`src/rtl/alarm_btn_pkg.sv`:
```
// Shared types and helpers for the alarm/snooze button conditioner.
package alarm_btn_pkg;

  typedef enum logic [2:0] {
    ST_IDLE    = 3'd0,
    ST_DEB_PRS = 3'd1,
    ST_PRESSED = 3'd2,
    ST_HELD    = 3'd3,
    ST_DEB_REL = 3'd4
  } btn_state_t;

  localparam logic [1:0] EV_NONE   = 2'b00;
  localparam logic [1:0] EV_SHORT  = 2'b01;
  localparam logic [1:0] EV_LONG   = 2'b10;
  localparam logic [1:0] EV_REPEAT = 2'b11;

  function automatic int unsigned ms_to_cycles(input int unsigned hz, input int unsigned ms);
    return (hz / 32'd1000) * ms;
  endfunction

  function automatic int unsigned max3(input int unsigned a, input int unsigned b,
                                       input int unsigned c);
    int unsigned m;
    m = (a > b) ? a : b;
    return (m > c) ? m : c;
  endfunction

endpackage

```
`src/rtl/btn_sync2.sv`:
```
// Two-flop synchroniser for an asynchronous pad input; both flops reset to RST_VAL.
module btn_sync2 #(
  parameter logic RST_VAL = 1'b1
) (
  input  logic clk_i,
  input  logic rst_i,
  input  logic d_i,
  output logic q_o
);

  logic s1_q;
  logic s2_q;

  always_ff @(posedge clk_i or posedge rst_i) begin
    if (rst_i) begin
      s1_q <= RST_VAL;
      s2_q <= RST_VAL;
    end else begin
      s1_q <= d_i;
      s2_q <= s1_q;
    end
  end

  assign q_o = s2_q;

endmodule

```
`src/rtl/alarm_button_conditioner.sv`:
```
// Alarm/snooze button conditioner: sync, debounce, short/long press, sticky irq.
// Optional auto-repeat while held is enabled by defining AUTO_REPEAT_EN.
module alarm_button_conditioner
  import alarm_btn_pkg::*;
#(
  parameter int unsigned CLK_HZ      = 50_000_000,
  parameter int unsigned DEBOUNCE_MS = 20,
  parameter int unsigned LONG_MS     = 1000,
  parameter int unsigned REPEAT_MS   = 200,
  parameter int unsigned ACTIVE_LOW  = 1
) (
  input  logic       clk_clk,
  input  logic       reset_reset,
  input  logic       button_in,
  input  logic       irq_ack,
  output logic       button_level,
  output logic       press_pulse,
  output logic       long_pulse,
  output logic       repeat_pulse,
  output logic       irq_out,
  output logic [1:0] event_code
);

  localparam int unsigned DEB_CYC  = ms_to_cycles(CLK_HZ, DEBOUNCE_MS);
  localparam int unsigned LONG_CYC = ms_to_cycles(CLK_HZ, LONG_MS);
  localparam int unsigned REP_CYC  = ms_to_cycles(CLK_HZ, REPEAT_MS);
  localparam int unsigned MAX_CYC  = max3(DEB_CYC, LONG_CYC, REP_CYC);
  localparam int          CW       = $clog2(MAX_CYC + 32'd1);

  localparam logic [CW-1:0] CNT_MAX   = {CW{1'b1}};
  localparam logic [CW-1:0] DEB_LAST  = CW'(DEB_CYC - 32'd1);
  localparam logic [CW-1:0] LONG_LAST = CW'(LONG_CYC - 32'd1);
  localparam logic          REL_LEVEL = (ACTIVE_LOW != 32'd0) ? 1'b1 : 1'b0;

  function automatic logic [CW-1:0] sat_inc(input logic [CW-1:0] v);
    return (v == CNT_MAX) ? v : v + CW'(1);
  endfunction

  logic          sync_s;
  logic          p_s;
  btn_state_t    state_q, state_d;
  logic [CW-1:0] cnt_q, cnt_d;
  logic [CW-1:0] hold_q, hold_d;
  logic          src_held_q, src_held_d;
  logic          level_q, level_d;
  logic          press_q, press_d;
  logic          long_q, long_d;
  logic          irq_q, irq_d;
  logic [1:0]    code_q, code_d;
  logic          ev_valid_s;
  logic [1:0]    ev_code_s;
`ifdef AUTO_REPEAT_EN
  localparam logic [CW-1:0] REP_LAST = CW'(REP_CYC - 32'd1);
  logic [CW-1:0] rep_q, rep_d;
  logic          rep_pulse_q, rep_pulse_d;
`endif

  btn_sync2 #(.RST_VAL(REL_LEVEL)) u_sync (
    .clk_i (clk_clk),
    .rst_i (reset_reset),
    .d_i   (button_in),
    .q_o   (sync_s)
  );

  assign p_s = sync_s ^ REL_LEVEL;

  // The IDLE sample that leaves IDLE is the first of the DEB_CYC stable samples.
  always_comb begin
    state_d    = state_q;
    cnt_d      = cnt_q;
    hold_d     = hold_q;
    src_held_d = src_held_q;
    press_d    = 1'b0;
    long_d     = 1'b0;
    ev_valid_s = 1'b0;
    ev_code_s  = EV_NONE;
`ifdef AUTO_REPEAT_EN
    rep_d       = rep_q;
    rep_pulse_d = 1'b0;
`endif
    case (state_q)
      ST_IDLE: begin
        if (p_s) begin
          state_d = ST_DEB_PRS;
          cnt_d   = CW'(1);
        end else begin
          cnt_d = '0;
        end
      end
      ST_DEB_PRS: begin
        if (!p_s) begin
          state_d = ST_IDLE;
          cnt_d   = '0;
        end else if (cnt_q >= DEB_LAST) begin
          state_d    = ST_PRESSED;
          cnt_d      = '0;
          hold_d     = '0;
          src_held_d = 1'b0;
          press_d    = 1'b1;
        end else begin
          cnt_d = sat_inc(cnt_q);
        end
      end
      ST_PRESSED: begin
        hold_d = sat_inc(hold_q);
        if (!p_s) begin
          state_d    = ST_DEB_REL;
          cnt_d      = CW'(1);
          src_held_d = 1'b0;
        end else if (hold_q >= LONG_LAST) begin
          state_d    = ST_HELD;
          long_d     = 1'b1;
          ev_valid_s = 1'b1;
          ev_code_s  = EV_LONG;
`ifdef AUTO_REPEAT_EN
          rep_d = '0;
`endif
        end else begin
          state_d = ST_PRESSED;
        end
      end
      ST_HELD: begin
        hold_d = sat_inc(hold_q);
        if (!p_s) begin
          state_d    = ST_DEB_REL;
          cnt_d      = CW'(1);
          src_held_d = 1'b1;
        end else begin
`ifdef AUTO_REPEAT_EN
          if (rep_q >= REP_LAST) begin
            rep_d       = '0;
            rep_pulse_d = 1'b1;
            ev_valid_s  = 1'b1;
            ev_code_s   = EV_REPEAT;
          end else begin
            rep_d = sat_inc(rep_q);
          end
`else
          state_d = ST_HELD;
`endif
        end
      end
      ST_DEB_REL: begin
        hold_d = sat_inc(hold_q);
        if (p_s) begin
          state_d = src_held_q ? ST_HELD : ST_PRESSED;
          cnt_d   = '0;
        end else if (cnt_q >= DEB_LAST) begin
          state_d = ST_IDLE;
          cnt_d   = '0;
          if (!src_held_q) begin
            ev_valid_s = 1'b1;
            ev_code_s  = EV_SHORT;
          end else begin
            ev_valid_s = 1'b0;
          end
        end else begin
          cnt_d = sat_inc(cnt_q);
        end
      end
      default: begin
        state_d = ST_IDLE;
        cnt_d   = '0;
        hold_d  = '0;
      end
    endcase
  end

  // A new event always beats a same-cycle acknowledge.
  always_comb begin
    irq_d   = irq_q;
    code_d  = code_q;
    level_d = (state_d == ST_PRESSED) || (state_d == ST_HELD) || (state_d == ST_DEB_REL);
    if (ev_valid_s) begin
      irq_d  = 1'b1;
      code_d = ev_code_s;
    end else if (irq_ack && irq_q) begin
      irq_d  = 1'b0;
      code_d = EV_NONE;
    end else begin
      irq_d = irq_q;
    end
  end

  always_ff @(posedge clk_clk or posedge reset_reset) begin
    if (reset_reset) begin
      state_q    <= ST_IDLE;
      cnt_q      <= '0;
      hold_q     <= '0;
      src_held_q <= 1'b0;
      level_q    <= 1'b0;
      press_q    <= 1'b0;
      long_q     <= 1'b0;
      irq_q      <= 1'b0;
      code_q     <= EV_NONE;
    end else begin
      state_q    <= state_d;
      cnt_q      <= cnt_d;
      hold_q     <= hold_d;
      src_held_q <= src_held_d;
      level_q    <= level_d;
      press_q    <= press_d;
      long_q     <= long_d;
      irq_q      <= irq_d;
      code_q     <= code_d;
    end
  end

`ifdef AUTO_REPEAT_EN
  always_ff @(posedge clk_clk or posedge reset_reset) begin
    if (reset_reset) begin
      rep_q       <= '0;
      rep_pulse_q <= 1'b0;
    end else begin
      rep_q       <= rep_d;
      rep_pulse_q <= rep_pulse_d;
    end
  end

  assign repeat_pulse = rep_pulse_q;
`else
  assign repeat_pulse = 1'b0;
`endif

  assign button_level = level_q;
  assign press_pulse  = press_q;
  assign long_pulse   = long_q;
  assign irq_out      = irq_q;
  assign event_code   = code_q;

endmodule

```
`config.mk`:
```
export PLATFORM = sky130hd
export DESIGN_NAME = alarm_button_conditioner
export DESIGN_NICKNAME = d
export VERILOG_FILES = /design/src/rtl/alarm_btn_pkg.sv /design/src/rtl/btn_sync2.sv /design/src/rtl/alarm_button_conditioner.sv
export SDC_FILE = /design/constraint.sdc
export NUM_CORES = 1
export LEC_CHECK = 0
export ABC_AREA = 1
export CAP_MARGIN = 20
export CORE_UTILIZATION = 35
export DETAILED_ROUTE_END_ITERATION = 12
export PLACE_DENSITY = 0.53
export SYNTH_ARGS = -nofsm -noshare
export SYNTH_HDL_FRONTEND = slang
export SYNTH_HIERARCHICAL = 1
export SYNTH_SLANG_ARGS = --single-unit
```
`constraint.sdc`:
```
create_clock -name clk_clk -period 5.45 [get_ports clk_clk]
set_clock_uncertainty 0.2 [all_clocks]
set_input_delay 1.3625 -clock clk_clk [delete_from_list [all_inputs] [get_ports clk_clk]]
set_output_delay 1.3625 -clock clk_clk [all_outputs]
set_load 0.01 [all_outputs]
```
; After elaboration in Yosys (flattened, before gate mapping)
; Index checks and enable logic that the tools add are counted.
[op_classes]
add_sub_neg = 2
mul = 0
div_mod_pow = 0
order_cmp = 2
n_eq_ne = 15
shifts = 0
n_mux = 46
bitwise_logic = 1
reduce_logical = 10
[ops]
columns = op, count
row1 = $mux W26, 8
row2 = $pmux W26 S4, 1
row3 = $pmux W26 S3, 1
row4 = $add A26 B1 Y26 const B, 2
row5 = $eq A26 B26 Y1 const B, 2
row6 = $ge A26 B20 Y1 const B, 1
row7 = $ge A26 B26 Y1 const B, 1
row8 = $mux W1, 21
row9 = $mux W3, 7
row10 = $pmux W3 S5, 1
row11 = $eq A3 B2 Y1 const B, 4
row12 = $mux W2, 4
row13 = $eq A3 B3 Y1 const B, 2
row14 = $ne A2 B1 Y1 const B, 3
row15 = $ne A2 B2 Y1 const B, 3
row16 = $reduce_and A5 Y1, 1
row17 = $pmux W2 S2, 1
row18 = $reduce_and A4 Y1, 1
row19 = $eq A3 B1 Y1 const B, 1
row20 = $logic_not A3 Y1, 1
row21 = $pmux W1 S3, 1
row22 = $reduce_bool A3 Y1, 1
row23 = $reduce_or A3 Y1, 1
row24 = $logic_or A1 B1 Y1, 2
row25 = other kinds (5), 5
[totals]
ff_bits = 64
latchBits = 0
mem_bits_rw = 0
romBits = 0
out_inout_bits = 7
word_cells = 87
memories = 0

; Logic depth before layout (Yosys ltp)
; Gate-level depths: netlist (run 1).
[depth]
ltp_word = 7
depth_mapped = 14
mapped_depth_nobuf = 14

; Hierarchy
; The synthesis (run 1) kept the hierarchy.
[by_module_without_submodules]
columns = mod, n_inst, cells_each, area_per_inst_um2, seq_area_each_um2
row1 = alarm_button_conditioner, 1, 612, 4161.5, 1551.5
row2 = btn_sync2, 1, 3, 56.3, 52.6

; Worst setup path before layout (run 1)
; OpenSTA, ideal clock, no wires.
[synth_timing]
path_type = flip-flop to output port
from = register irq_q (netlist: irq_out)
to = output port irq_out
arrival_time_ns = 0.394
setup_slack_ns = 3.494
stages_incl_launch_ff = 1
path_cell_list = dfrtp_1
[synth_lines]
columns = item, line_no
row1 = start: declaration, alarm_button_conditioner.sv:48  ; logic irq_q, irq_d;
row2 = start signal: assignment, alarm_button_conditioner.sv:204  ; irq_q <= irq_d;
row3 = end: declaration, alarm_button_conditioner.sv:20  ; output logic irq_out,
; No word-level cell between the ends.

; Worst setup path after layout (run 1)
[layout_timing]
from = register u_sync.s2_q (netlist: u_sync/q_o)
to = register src_held_q
[layout_between]
elab_chain_cells = 2
elab_cells_between_ends = 4
cone_classes = eq/ne (3) / reduce/logical (1)
[layout_lines]
columns = item, line_no
row1 = start: declaration, btn_sync2.sv:12  ; logic s2_q;
row2 = start signal: assignment, btn_sync2.sv:20  ; s2_q <= s1_q;
row3 = $ne A2 B1 Y1 (no line) or $ne A2 B2 Y1 (tied branches), --
row4 = $reduce_and A5 Y1 (no line) *, --
row5 = end signal: assignment, alarm_button_conditioner.sv:200  ; src_held_q <= src_held_d;
row6 = end: declaration, alarm_button_conditioner.sv:44  ; logic src_held_q, src_held_d;
; Mark *: on every way between the ends. The rest lies on a longest branch, timed or not.
; A chain may end at the register's enable or synchronous reset.

==> flow_summary.ini, run 1 <==
[clock_tree]
root_buffer = clkbuf_16
clock-sinks = 64
clock_latency_ps = 330
ctsHtreeMaxLevel = 3
post_cts_buffers = 0
cts_max_path_buffers = 2
ctsResizeCount = 0
path_clk_slew_ps = 50
cts_tree = yes
cts_buffers = 9
ctsHoldBuffers = 0

[floorplan]
fp.dieW_um = 111.8
rows = 39
initial_core_util_pct = 36.47
die_h_um = 111.8
core_area_um2 = 11560
io_pins = 11
die-area_um2 = 12490

[worst_hold_path]
min_path_type = register to register

[synthesis]
ys_seq_area_share_pct = 38.03
synth_cells = 615
ys_ff_latch = 64
syn-num-nets = 621
ys_types = 38
synth_async_sr_flop_share_pct = 100.0
yosysWarningCount = 6
synth_area_per_cell_um2 = 6.858
ys.flop_type = dfrtp_1
syn_area_um2 = 4218
synth_edf_count = 0

[worst_setup_path]
startpoint = u_sync/q_o$_DFF_PP1_
path_cells = inv_1 > nand2_1 > inv_1 > a211oi_1 > nand2_1 > nand2_1 > o21ai_0
reg2reg_to = src_held_q$_DFFE_PP0P_
worstPathRequired_ps = 5440
r2r_slack_ps = 2540
critPathBufInv = 2
cp_top_family = simple AND/OR/NAND/NOR gates
worstSetupStartpointType = register
worst-setup-path-type = register to register
r2r_start = u_sync/q_o$_DFF_PP1_
crit_path_end = src_held_q$_DFFE_PP0P_
cp_max_fo = 22
slowest_delay_ps = 700
path_depth = 7
r2r_cells = 7
arrival_ps = 2900
end_kind = register
cp_common_cell = nand2_1
critPathSlowestCell = nand2_1

[place]
place_inst = 757
placed_cell_area_um2 = 4407
port_buffers = 9
pre_cts_slack_ps = 2418
place_congestion = 0.8600
dpl.hpwl_um = 7447

[global_route]
grt_pass1_vias = 3613
grt_use_total_pct = 17.74
grt_max_degree = 37
grt_pass1_wl_um = 17710
gr-total-overflow = 0
antenna_found_initial = 0

[sta]
drv_slew = 0
slew_headroom_pct = 44.94
hold_viol = 0
fin_crit_ps = 2911
rsz0062_at_grt = no
min_period_over_period_pct = 53.41
fmax_mhz = 343.5
setup_viol = 0
layout_setup_ws_ps = 2539
finalSetupTns_ps = 0
worstMarginPinSlew_ps = 823.9

[pwr]
power_w = 0.001134
ir_drop_uv = 157.5
powerDensity_nw_per_um2 = 241.5
p_leak_nw = 2.032

[layout]
layout_commonest_cell = nand2_1
area_delta_synth_final_pct = 11.36
drive_gt1_share_pct = 7.937
diodes = 0
seq_area_um2 = 1604
nFillCells = 1176
nNetsFinal = 631
final_cells = 773
multi_input_area_um2 = 2260
final_area_um2 = 4697
layout_common_cells = nand2_1 (195), nor2_1 (95), dfrtp_1 (62)

[detailed_routing]
routed_wl_um = 10130
ant_nets = 0
first_pass_iters = 5
post-route-drc-count = 0
vias = 3805
drtIter0Drc = 226
wl_per_cell_um = 13.10
viasPerCell = 4.922

[flow_run]
max_cap_viol_count = 0

[status]
status = completed
area by class of cell:
cell class	instances	area share, %
clock inverter	5	1.225
inverter	67	5.514
multi-input combinational	472	48.11
sequential	64	34.15
tap	143	3.809
timing repair buffer	11	2.238
clock buffer	11	4.955
Yosys cell counts, types with 3 or more instances:
cell	n	share of area (%)
or2_2	5	0.74
nor3_1	17	2.0
o21ai_1	3	0.36
nand4_1	18	2.7
nor2_1	95	8.5
xnor2_1	6	1.2
dfrtp_1	62	37
inv_1	62	5.5
xor2_1	20	4.2
nand2_2	3	0.45
nor2_4	3	0.80
nor2_2	6	0.89
nand3b_1	3	0.53
buf_6	3	0.80
nand3_1	58	6.9
nand2_1	195	17
inv_2	3	0.27
o21ai_0	20	2.4
a21oi_1	4	0.47
clkbuf_1	4	0.36
worst register-to-register path: stages (launching register included):
cell and delay [ps]:
dfstp_2 630, inv_1 260, nand2_1 700, inv_1 440
a211oi_1 340, nand2_1 80, nand2_1 60, o21ai_0 80
worst min path at each step:
stage	from	to	slack, ps	depth (start not counted)
detailed placement	u_sync/s1_q$_DFF_PP1_	u_sync/q_o$_DFF_PP1_	150	0
global route	u_sync/s1_q$_DFF_PP1_	u_sync/q_o$_DFF_PP1_	160	0
finish	u_sync/s1_q$_DFF_PP1_	u_sync/q_o$_DFF_PP1_	160	0
CTS	u_sync/s1_q$_DFF_PP1_	u_sync/q_o$_DFF_PP1_	160	0
floorplan	u_sync/s1_q$_DFF_PP1_	u_sync/q_o$_DFF_PP1_	150	0
global placement	u_sync/s1_q$_DFF_PP1_	u_sync/q_o$_DFF_PP1_	150	0
metal layers:
layer  part of all wire (%)  routed length [µm]  global-route usage (%)  up-vias
met4                    1.2                 125                   5.495        0
li1                       -                   -                       -     1970
met2                     44                4479                   26.79       47
met3                    2.8                 284                   2.831       10
met1                     52                5237                   25.90     1778
met5                      0                   0                       0        -
kinds of logic after synthesis:
family / synth area share [%]
buffers and inverters: 8.395
AO/OA/AOI/OAI: 4.687
XOR/XNOR: 5.399
other: 0.08891
adder cells (fa/ha/maj): 0.5932
flip-flops: 38.03
AND/OR/NAND/NOR: 42.81
power by group:
part           total [W]  switching (W)  leakage [nW]  internal, W
clock           0.000565       0.000211         0.132     0.000353
sequential      0.000494      0.0000101         0.879     0.000484
combinational  0.0000754      0.0000543          1.02    0.0000211
per-stage QoR:
step / util (%) / hold WS [ps]
2_1_floorplan: - / 145.2
3_3_place_gp: 38.10 / 146.4
3_5_place_dp: 38.10 / 149.4
4_1_cts: 40.61 / 157.3
5_1_grt: 40.61 / 161.7
6_report: 40.61 / 155.5
flip-flops by register name, indices dropped and copies added (netlist names), 2 cells and up:
register	cells
state_q	3
cnt_q	26
event_code	2
hold_q	26
Note: power is estimated with default switching activity, not from simulation.
==> run 2: changes to the inputs <==
--- a/config.mk
+++ b/config.mk
@@ -9,7 +9,7 @@
 export CAP_MARGIN = 20
 export CORE_UTILIZATION = 35
 export DETAILED_ROUTE_END_ITERATION = 12
-export PLACE_DENSITY = 0.53
+export PLACE_DENSITY = 0.55
 export SYNTH_ARGS = -nofsm -noshare
 export SYNTH_HDL_FRONTEND = slang
 export SYNTH_HIERARCHICAL = 1
==> constraint.sdc (replaced) <==
create_clock -name clk_clk -period 2.5 [get_ports clk_clk]
set_clock_uncertainty 0.2 [all_clocks]
set_input_delay 0.625 -clock clk_clk [delete_from_list [all_inputs] [get_ports clk_clk]]
set_output_delay 0.625 -clock clk_clk [all_outputs]
set_load 0.01 [all_outputs]
==> flow_summary.ini, run 2 (synthesized netlist as in run 1, its figures left out) <==
[clock_tree]
cts_buffers = 9
ctsHtreeMaxLevel = 3
clock_latency_ps = 340
post_cts_buffers = 0
root_buffer = clkbuf_16
ctsResizeCount = 0
clock-sinks = 64
cts_tree = yes
path_clk_slew_ps = 60
cts_max_path_buffers = 2
ctsHoldBuffers = 0

[floorplan]
die-area_um2 = 12490
io_pins = 11
rows = 39
die_h_um = 111.8
fp.dieW_um = 111.8
initial_core_util_pct = 36.47
core_area_um2 = 11560

[layout]
layout_commonest_cell = nand2_1
diodes = 0
top_regs = cnt_q (26), hold_q (26), state_q (3)
nFillCells = 1197
nNetsFinal = 633
drive_gt1_share_pct = 8.544
layout_common_cells = nand2_1 (195), nor2_1 (95), dfrtp_1 (62)
final_area_um2 = 4750
area_delta_synth_final_pct = 12.61

[pwr]
switching_share_pct = 24.98
comb_power_share_pct = 6.6
power.switching_w = 0.0006344
p_clk_share_pct = 51.0
internal_power_w = 0.001905
p_leak_nw = 2.066
powerDensity_nw_per_um2 = 534.8
power_frac_seq_pct = 42.4
ir_drop_uv = 470.4

[worst_setup_path]
end_kind = register
worstSetupStartpointType = register
slowest_delay_ps = 430
path_cells = ha_1 > nand3_1 > nor2_2 > nand2_2 > nor2_2 > nand4_4 > nand2_1 > xor2_1 > nor2_1
cp_common_cell = nor2_2
critPathSlowestCell = dfrtp_1
worstPathRequired_ps = 2520
cp_max_fo = 11
arrival_ps = 2240
worst-setup-path-type = register to register
r2r_start = cnt_q[0]$_DFFE_PP0P_
startpoint = cnt_q[0]$_DFFE_PP0P_

[detailed_routing]
viasPerCell = 4.845
post-route-drc-count = 1
wl_per_cell_um = 13.43
vias = 3755
drtIter0Drc = 278
routed_wl_um = 10410
first_pass_iters = 11
ant_nets = 0

[sta]
hold_viol = 0
hold_slack_ps = 161.9
min_period_over_period_pct = 89.02
rsz0062_at_grt = no
fmax_mhz = 449.4
drv_slew = 0
finalSetupTns_ps = 0
fin_crit_ps = 2225
setup_viol = 0

[status]
status = finished, violations left
failed_checks = DRC

[global_route]
grt_pass1_vias = 3744
gr-total-overflow = 0
antenna_found_initial = 0
grt_pass1_wl_um = 18110
grt_max_degree = 63
grt_use_total_pct = 18.40

[worst_hold_path]
min_path_type = register to register
min_from = u_sync/s1_q$_DFF_PP1_

[place]
place_congestion = 0.8980
placed_cell_area_um2 = 4434
port_buffers = 9
dpl.hpwl_um = 7486

[flow_run]
max_cap_viol_count = 0
[run 2: cell count changes in the layout (fill, tap and decap cells not counted)]
cell / previous run / this run
nand4_4: 0 / 1
clkbuf_1: 2 / 0
clkinv_4: 0 / 1
clkinvlp_4: 3 / 2
buf_4: 2 / 3
buf_12: 0 / 1
clkbuf_8: 0 / 1
inv_6: 1 / 2
nand4_2: 1 / 0
[run 2: routing by layer]
layer / routed length (µm) / global-route usage (%)
met1: 5220 / 25.00
met2: 4603 / 28.57
met3: 383 / 3.865
met4: 197 / 7.207
met5: 0 / 0
[run 2: stage by stage]
step	cells	utilization [%]	power, W	setup slack (ps)
2_1_floorplan	615	-	0.001225	133.6
3_3_place_gp	759	38.34	0.001262	314.7
3_5_place_dp	759	38.34	0.001265	207.4
4_1_cts	775	40.99	0.002578	192.2
5_1_grt	775	41.07	0.002636	73.15
6_report	775	41.07	0.002540	274.6
[run 2: final timing paths]
path | cells past startpoint | endpoint | slack (ps)
worst min-delay path | 0 | u_sync/q_o$_DFF_PP1_ | 160
worst min register to register | 0 | u_sync/q_o$_DFF_PP1_ | 160
worst max-delay path | 9 | cnt_q[15]$_DFFE_PP0P_ | 270
worst max register to register | 9 | cnt_q[15]$_DFFE_PP0P_ | 270
max in group asynchronous | 3 | cnt_q[21]$_DFFE_PP0P_ | 1320
min in group asynchronous | 2 | u_sync/q_o$_DFF_PP1_ | 460
[run 2: cell type report]
| class | instances | area (µm²) | area share (%) |
|---|---|---|---|
| flip-flops and latches | 64 | 1604 | 33.77 |
| inverters | 67 | 259.0 | 5.453 |
| repair buffers | 13 | 132.6 | 2.792 |
| clock inverters | 6 | 67.56 | 1.423 |
| clock buffers | 10 | 239.0 | 5.032 |
| multi-input cells | 472 | 2268 | 47.76 |
| well taps | 143 | 178.9 | 3.767 |
[run 2: power by group through the flow]
stage / Combinational (W) / Clock [W] / Sequential (W)
after floorplan: 0.000136 / 0 / 0.00109
after global placement: 0.000170 / 0 / 0.00109
after detailed placement: 0.000171 / 0 / 0.00109
after CTS: 0.000172 / 0.00133 / 0.00108
after global routing: 0.000190 / 0.00137 / 0.00108
final: 0.000169 / 0.00130 / 0.00108
[run 2: critical path: cells and delay by family, from the launching register on]
kind	cells	cell delay (ps)
simple gates	7	1030
flops	1	430
fa+ha+maj	1	280
xor+xnor	1	160
==> run 3: changes to the inputs <==
--- a/config.mk
+++ b/config.mk
@@ -9,6 +9,7 @@
 export CAP_MARGIN = 20
 export CORE_UTILIZATION = 35
 export DETAILED_ROUTE_END_ITERATION = 12
+export HOLD_SLACK_MARGIN = 0.03
 export PLACE_DENSITY = 0.55
 export SYNTH_ARGS = -nofsm -noshare
 export SYNTH_HDL_FRONTEND = slang
==> results of run 3 <==
Same layout as run 2: the final DEF is identical, and so are final timing and power.
